==> config.mk <==
export PLATFORM = sky130hd
export DESIGN_NAME = conv_window_reader
export DESIGN_NICKNAME = d
export VERILOG_FILES = /design/src/rtl/conv_window_reader.sv
export SDC_FILE = /design/constraint.sdc
export NUM_CORES = 1
export LEC_CHECK = 0
export ABC_CLOCK_PERIOD_IN_PS = 7650
export CAP_MARGIN = 20
export CORE_AREA = 2 2 95 97
export DETAILED_ROUTE_END_ITERATION = 8
export DIE_AREA = 0 0 97 99
export GPL_ROUTABILITY_DRIVEN = 0
export GPL_TIMING_DRIVEN = 0
export PLACE_DENSITY = 0.83
export RECOVER_POWER = 50
export SYNTH_ARGS = -nofsm -noshare
export SYNTH_HDL_FRONTEND = slang
export SYNTH_SLANG_ARGS = --single-unit
==> constraint.sdc <==
create_clock -name clk -period 7.65 [get_ports clk]
set_clock_uncertainty 0.1 [all_clocks]
set_input_delay 1.53 -clock clk [delete_from_list [all_inputs] [get_ports clk]]
set_output_delay 1.53 -clock clk [all_outputs]
set_load 0.005 [all_outputs]
==> src/rtl/conv_window_reader.sv <==
// K x K window fetch stage: on a level start request, reads one window of the feature map from a
// synchronous-read memory into a flat window register, pulses done, then advances in raster order.
module conv_window_reader #(
  parameter int unsigned DATA_W = 8,
  parameter int unsigned IMG_W  = 8,
  parameter int unsigned IMG_H  = 8,
  parameter int unsigned K      = 3,
  parameter int unsigned ADDR_W = 6
) (
  input  logic                  clk,
  input  logic                  rst,
  input  logic                  start,
  output logic                  mem_rd,
  output logic [ADDR_W-1:0]     mem_addr,
  input  logic [DATA_W-1:0]     mem_rdata,
  output logic [K*K*DATA_W-1:0] window,
  output logic [ADDR_W-1:0]     win_row,
  output logic [ADDR_W-1:0]     win_col,
  output logic                  done,
  output logic                  last_window
);

  localparam int unsigned NumEl = K * K;
  localparam int unsigned IdxW  = $clog2(NumEl + 1);

  localparam logic [ADDR_W-1:0] LastRow = ADDR_W'(IMG_H - K);
  localparam logic [ADDR_W-1:0] LastCol = ADDR_W'(IMG_W - K);
  localparam logic [ADDR_W-1:0] KLast   = ADDR_W'(K - 1);
  localparam logic [ADDR_W-1:0] ImgWA   = ADDR_W'(IMG_W);
  localparam logic [IdxW-1:0]   IdxLast = IdxW'(NumEl - 1);

  typedef enum logic [2:0] {StIdle, StIssue, StDrain, StDone, StWaitLow} state_e;

  state_e                  state_q, state_d;
  logic [ADDR_W-1:0]       i_q, i_d, j_q, j_d;
  logic [IdxW-1:0]         idx_q, idx_d;
  logic                    cap_en_q, cap_en_d;
  logic [IdxW-1:0]         cap_idx_q, cap_idx_d;
  logic [ADDR_W-1:0]       row_q, row_d, col_q, col_d;
  logic [K*K*DATA_W-1:0]   win_q, win_d;

  always_comb begin
    state_d   = state_q;
    i_d       = i_q;
    j_d       = j_q;
    idx_d     = idx_q;
    row_d     = row_q;
    col_d     = col_q;
    cap_en_d  = (state_q == StIssue);
    cap_idx_d = idx_q;

    unique case (state_q)
      StIdle: begin
        if (start) begin
          state_d = StIssue;
          i_d     = '0;
          j_d     = '0;
          idx_d   = '0;
        end
      end
      StIssue: begin
        idx_d = idx_q + 1'b1;
        // Row/column counters walk the window without a divider
        if (j_q == KLast) begin
          j_d = '0;
          i_d = i_q + 1'b1;
        end else begin
          j_d = j_q + 1'b1;
        end
        if (idx_q == IdxLast) state_d = StDrain;
      end
      StDrain: state_d = StDone;
      StDone: begin
        state_d = StWaitLow;
        if (row_q == LastRow && col_q == LastCol) begin
          row_d = '0;
          col_d = '0;
        end else if (col_q == LastCol) begin
          col_d = '0;
          row_d = row_q + 1'b1;
        end else begin
          col_d = col_q + 1'b1;
        end
      end
      StWaitLow: begin
        if (!start) state_d = StIdle;
      end
      default: state_d = StIdle;
    endcase
  end

  // Read data lands one cycle after issue; write it into the element issued last cycle
  always_comb begin
    win_d = win_q;
    for (int e = 0; e < int'(NumEl); e++) begin
      if (cap_en_q && cap_idx_q == IdxW'(e)) win_d[e*DATA_W +: DATA_W] = mem_rdata;
    end
  end

  always_comb begin
    mem_rd   = (state_q == StIssue);
    mem_addr = '0;
    if (mem_rd) mem_addr = (row_q + i_q) * ImgWA + col_q + j_q;
  end

  assign window      = win_q;
  assign win_row     = row_q;
  assign win_col     = col_q;
  assign done        = (state_q == StDone);
  assign last_window = done && (row_q == LastRow) && (col_q == LastCol);

  always_ff @(posedge clk) begin
    if (rst) begin
      state_q   <= StIdle;
      i_q       <= '0;
      j_q       <= '0;
      idx_q     <= '0;
      cap_en_q  <= 1'b0;
      cap_idx_q <= '0;
      row_q     <= '0;
      col_q     <= '0;
      win_q     <= '0;
    end else begin
      state_q   <= state_d;
      i_q       <= i_d;
      j_q       <= j_d;
      idx_q     <= idx_d;
      cap_en_q  <= cap_en_d;
      cap_idx_q <= cap_idx_d;
      row_q     <= row_d;
      col_q     <= col_d;
      win_q     <= win_d;
    end
  end

endmodule
==> results of run 1 <==
## state kept, by name (all words and copies together), names as in the netlist
name       flops
win_row        6
win_col        6
cap_en_q       1
cap_idx_q      4
window        72
i_q            3
state_q        3
cap_idx_d      4
j_q            6
## power groups by stage
stage	Clock, uW	Combinational (uW)	Sequential [uW]
after floorplan	0	31.4	567
after global placement	0	49.6	568
after detailed placement	0	50.7	568
final	330	50.8	556
after CTS	334	51.3	556
after global routing	359	55.7	557
## kinds of logic after synthesis
logic type	Yosys count
XOR/XNOR	18
adder cells (fa/ha/maj)	21
flip-flops	105
buffers and inverters	52
AO/OA/AOI/OAI	39
multiplexers	66
AND/OR/NAND/NOR	172
## layout by cell type (no fill, tap or decap), types with 6 or more instances in the layout
master,instances
dfxtp_1,105
nor2_1,94
clkdlybuf4s50_1,87
mux2i_1,65
clkbuf_1,24
inv_1,20
a21oi_1,19
nand3_1,17
nand2_1,17
ha_1,17
xnor2_1,10
clkbuf_8,9
xor2_1,7
dlygate4sd3_1,7
buf_2,6
## final cells by class
cell class                      instances  area [sq um]
Clock buffer                           10           128
Tap cell                              108           135
Sequential cell                       105          2100
Buffer                                 32           138
Timing Repair Buffer                   94           941
Multi-Input combinational cell        316          2170
Clock inverter                          6          62.6
Fill cell                             688          2800
Inverter                               20          75.1
## worst max-delay path, stage by stage (launching register included)
cell and delay [ns]:
dfxtp_1 0.52, ha_1 0.20, inv_1 0.04, fa_1 0.47
fa_1 0.50, inv_1 0.04, ha_1 0.32, a21oi_1 0.19
xnor2_1 0.11, nor2_1 0.08, clkdlybuf4s50_1 0.50
## how the worst max path moves through the flow
stage	to	cells past startpoint	slack [ns]
2_1_floorplan	mem_addr[5]	9	3.78
3_3_place_gp	mem_addr[5]	10	3.16
3_5_place_dp	mem_addr[5]	10	3.07
4_1_cts	mem_addr[5]	10	2.64
5_1_grt	mem_addr[5]	10	2.53
6_report	mem_addr[5]	10	2.67
## per-stage QoR
stage	area [sq um]	power, uW	cells	hold slack, ns
after global placement	5580	617	675	0.343
final	5750	936	691	0.354
after global routing	5750	971	691	0.390
after floorplan	4500	599	473	0.353
after detailed placement	5580	619	675	0.349
after CTS	5770	940	691	0.364
## cell usage after synthesis, types with 5 or more instances
cell type | n | area [sq um]
xnor2_1 | 10 | 87.6
buf_2 | 6 | 30.0
nor3_1 | 5 | 25.0
inv_1 | 20 | 75.1
and2_1 | 5 | 31.3
xor2_1 | 7 | 61.3
ha_1 | 17 | 213
dfxtp_1 | 105 | 2100
a21oi_1 | 19 | 95.1
nor2_1 | 94 | 353
clkbuf_1 | 22 | 82.6
mux2i_1 | 65 | 651
nand3_1 | 17 | 85.1
nand4_1 | 5 | 31.3
nand2_1 | 17 | 63.8
o21ai_0 | 5 | 25.0
## routing by layer
| metal | global-route usage, % | wire length (um) | share of wire (%) | vias to the layer above |
|---|---|---|---|---|
| li1 | - | - | - | 1798 |
| met1 | 27.8 | 4610 | 43 | 1756 |
| met2 | 37.7 | 5350 | 50 | 105 |
| met3 | 4.33 | 547 | 5.1 | 14 |
| met4 | 8.88 | 173 | 1.6 | 0 |
| met5 | 0 | 0 | 0 | - |
==> flow_metrics.env, run 1 <==
export IMPL_dp_slack_ns=3.07
export IMPL_fin_ws_ns=2.67
export IMPL_h_tree_depth=3
export IMPL_grt_pass1_wl_mm=17.3
export IMPL_vias=3673
export IMPL_synth_top_family_by_area="simple AND/OR/NAND/NOR gates"
export IMPL_grt_start_max_net_pins=20
export IMPL_vdd_drop_max_uv=94.2
export IMPL_p_leak_uw=0.00235
export IMPL_initial_core_util_pct=52.6
export IMPL_power_share_clock_pct=35.2
export IMPL_critPathKind="register to output port"
export IMPL_crit_start="win_row[0]$_SDFFE_PP0P_"
export IMPL_ys_seq_area_share_pct=46.7
export IMPL_synth_xor_area_share_pct=3.81
export IMPL_die_w_um=97
export IMPL_switching_share_pct=25.8
export IMPL_cts_tree="done"
export IMPL_status="finished clean"
export IMPL_synth_compound_area_share_pct=5.34
export IMPL_drc=0
export IMPL_cts_buffers=9
export IMPL_synth_enable_flop_cells=0
export IMPL_rr_worst_depth=5
export IMPL_pin_count=104
export IMPL_drv_cap=0
export IMPL_netlist_area_sq_um=4500
export IMPL_synth_cells=473
export IMPL_syn2layout_area_growth_pct=27.8
export IMPL_nNetsFinal=610
export IMPL_cts_hold_buf=0
export IMPL_port_buffer_count=94
export IMPL_synth_simple_area_share_pct=18.2
export IMPL_setup_viol=0
export IMPL_p_seq_share_pct=59.3
export IMPL_final_max_slew_viol_count=0
export IMPL_dpl_hpwl_mm=7.85
export IMPL_synthMuxAreaShare_pct=14.7
export IMPL_first_pass_iters=4
export IMPL_cp_data_required_time_ns=6.02
export IMPL_finalHoldViolCount=0
export IMPL_core_sq_um=8550
export IMPL_cts_setup_buffers=0
export IMPL_via_per_inst=5.32
export IMPL_dieArea_sq_um=9600
export IMPL_final_util_pct=67.3
export IMPL_syn_nets=505
export IMPL_async_flop_share_pct=0
export IMPL_grt_setup_unrepaired="false"
export IMPL_power_switching_uw=242
export IMPL_n_antenna_cell=0
export IMPL_cts_sinks=105
export IMPL_powerDensity_nw_per_um2=163
export IMPL_regToRegSetupSlack_ns=4.70
export IMPL_first_iter_violations=124
export IMPL_max_slew_margin_pct=36.0
export IMPL_grt_util_all_layers_pct=22.2
export IMPL_finalWirelength_mm=10.7
export IMPL_rows=34
export IMPL_period_needed_ns=4.98
export IMPL_max_freq_mhz=201
export IMPL_antenna_found_initial=0
export IMPL_synth_seq_cells=105
export IMPL_synthAdderAreaFrac_pct=6.51
export IMPL_endpoint_kind="output port"
export IMPL_hold_depth=2
export IMPL_worstPathMaxFanout=7
export IMPL_min_delay_start="window[3]$_SDFFE_PP0P_"
export IMPL_synth_flop_cell="dfxtp_1"
export IMPL_cp_start_kind="register"
export IMPL_root_buffer="clkbuf_8"
export IMPL_cts_buffer_depth=2
export IMPL_syn_area_per_cell_sq_um=9.51
export IMPL_r2r_start="win_col[0]$_SDFFE_PP0P_"
export IMPL_grt_pass1_vias=3641
export IMPL_final_setup_tns_ns=0
export IMPL_wl_per_cell_um=15.5
export IMPL_worstPathArrival_ns=3.35
export IMPL_fin_crit_sh_pct=65.1
export IMPL_r2r_end="win_row[1]$_SDFFE_PP0P_"
export IMPL_p_int_uw=695
export IMPL_ys_types=49
export IMPL_p_comb_share_pct=5.4
export IMPL_hold_path_class="register to register"
export IMPL_ant_nets=0
export IMPL_die_y_um=99
export IMPL_ys_warn_count=0
export IMPL_cts_clk_slew_worst_paths_ns=0.10
export IMPL_drive_above_1_share_pct=5.49
export IMPL_clk_latency_ns=0.36
export IMPL_ctsResizeCount=0
export IMPL_grt_ovfl_total=0
export IMPL_worst_pin_slew_ns=0.946
export IMPL_worstHoldEndpoint="window[3]$_SDFFE_PP0P_"
(Power assumes the default switching activity.)
==> run 2: changes to the inputs <==
ABC_CLOCK_PERIOD_IN_PS = 4500   (was 7650)
CORE_AREA = 2 2 104 106   (was 2 2 95 97)
DIE_AREA = 0 0 106 108   (was 0 0 97 99)
PLACE_DENSITY = 0.74   (was 0.83)
clock period = 4.5 ns   (was 7.65 ns; I/O delays follow)
==> flow_metrics.env, run 2 (same netlist as run 1, synthesis figures left out) <==
export IMPL_status="finished clean"
export IMPL_initial_core_util_pct=44.0
export IMPL_final_cell_mix="dfxtp_1 (104), nor2_1 (95), clkdlybuf4s50_1 (82), mux2i_1 (65), clkbuf_1 (30)"
export IMPL_powerDensity_nw_per_um2=275
export IMPL_largest_reg_flops=72
export IMPL_grt_setup_unrepaired="false"
export IMPL_grt_ovfl_total=0
export IMPL_first_iter_violations=126
export IMPL_pin_count=104
export IMPL_port_buffer_count=94
export IMPL_switching_share_pct=25.6
export IMPL_cts_tree="done"
export IMPL_p_seq_share_pct=59.5
export IMPL_drive_above_1_share_pct=4.63
export IMPL_grt_start_max_net_pins=20
export IMPL_die_y_um=108
export IMPL_final_fill_count=902
export IMPL_dpl_hpwl_mm=8.13
export IMPL_n_antenna_cell=0
export IMPL_endpoint_kind="output port"
export IMPL_worstPathMaxFanout=7
export IMPL_p_int_uw=1180
export IMPL_max_freq_mhz=238
export IMPL_grt_util_all_layers_pct=19.3
export IMPL_core_sq_um=10200
export IMPL_mostFrequentLayoutCell="dfxtp_1"
export IMPL_power_share_clock_pct=35.1
export IMPL_dieArea_sq_um=11400
export IMPL_cts_hold_buf=0
export IMPL_clk_latency_ns=0.36
export IMPL_p_comb_share_pct=5.4
export IMPL_cts_clk_slew_worst_paths_ns=0.11
export IMPL_setup_viol=0
export IMPL_cts_sinks=105
export IMPL_cts_buffers=9
export IMPL_critPathKind="register to output port"
export IMPL_final_cells=719
export IMPL_antenna_found_initial=0
export IMPL_wl_per_cell_um=15.0
export IMPL_grt_pass1_vias=3718
export IMPL_rows=37
export IMPL_via_per_inst=5.09
export IMPL_cp_start_kind="register"
export IMPL_fin_crit_sh_pct=93.2
export IMPL_final_setup_tns_ns=0
export IMPL_drv_cap=0
export IMPL_finalHoldViolCount=0
export IMPL_worst_pin_slew_ns=0.906
export IMPL_grt_pass1_wl_mm=17.8
export IMPL_cts_buffer_depth=2
export IMPL_p_leak_uw=0.00235
export IMPL_vdd_drop_max_uv=175
export IMPL_h_tree_depth=3
export IMPL_max_slew_margin_pct=38.8
export IMPL_period_needed_ns=4.19
export IMPL_cp_data_required_time_ns=3.50
export IMPL_ant_nets=0
export IMPL_drc=0
export IMPL_final_util_pct=56.5
export IMPL_root_buffer="clkbuf_8"
export IMPL_power_switching_uw=407
export IMPL_final_max_slew_viol_count=0
export IMPL_ctsResizeCount=0
export IMPL_hold_path_class="register to register"
export IMPL_die_w_um=106
export IMPL_vias=3657
export IMPL_syn2layout_area_growth_pct=28.5
export IMPL_post_place_cells=703
export IMPL_nNetsFinal=610
export IMPL_finalWirelength_mm=10.8
export IMPL_cts_setup_buffers=0
export IMPL_worstPathArrival_ns=3.19
export IMPL_first_pass_iters=4
==> run 2: cell count changes in the layout (fill, tap and decap cells not counted), sizes merged <==
cell and delta:
clkinv -2, buf -5, clkdlybuf4s50 -5, clkbuf +5, inv +2, dlygate4sd3 +5
==> run 2: worst max-delay path: stages, from the launching register on <==
cell,delay [ns]
dfxtp_2,0.44
ha_1,0.17
inv_1,0.05
fa_1,0.45
fa_1,0.51
inv_1,0.05
ha_1,0.32
a21oi_1,0.18
xnor2_1,0.09
nor2_1,0.08
clkdlybuf4s50_1,0.50
==> run 2: final cells by class <==
type                    instances  area (sq um)  area share (%)
multi-input cells             316          2180            37.7
clock inverters                 6          57.6           0.995
clock buffers                  10           128            2.21
well taps                     136           170            2.94
repair buffers                 94           941            16.3
plain buffers                  32           130            2.25
inverters                      20          75.1            1.30
flip-flops and latches        105          2100            36.4
==> run 2: path summary, 6_finish.rpt <==
kind,from,to,slack (ns),cells past startpoint
max reg2reg,win_col[0]$_SDFFE_PP0P_,win_row[1]$_SDFFE_PP0P_,1.85,5
min reg2reg,window[0]$_SDFFE_PP0P_,window[0]$_SDFFE_PP0P_,0.37,2
max,win_row[0]$_SDFFE_PP0P_,mem_addr[5],0.31,10
min,window[0]$_SDFFE_PP0P_,window[0]$_SDFFE_PP0P_,0.37,2
==> run 2: stage by stage <==
stage	instance area (sq um)	hold slack (ns)	power (uW)	setup WS, ns
final	5780	0.365	1590	0.307
after global routing	5780	0.402	1650	0.123
after CTS	5800	0.365	1600	0.133
after detailed placement	5610	0.351	1050	0.562
after global placement	5610	0.347	1050	0.623
after floorplan	4500	0.353	1020	1.26
==> run 2: power by group through the flow <==
stage / registers, uW / clock network (uW) / logic [uW]
after floorplan: 965 / 0 / 53.4
after global placement: 966 / 0 / 84.8
after detailed placement: 966 / 0 / 86.6
after CTS: 945 / 565 / 86.9
after global routing: 947 / 605 / 94.5
final: 945 / 558 / 85.9
==> run 2: per-layer routing <==
layer  GRT usage, %  up-vias  wire length (um)
li1               -     1803                 -
met1           23.7     1751              4730
met2           33.7       85              5380
met3           3.38       18               442
met4           7.71        0               221
met5              0        -                 0
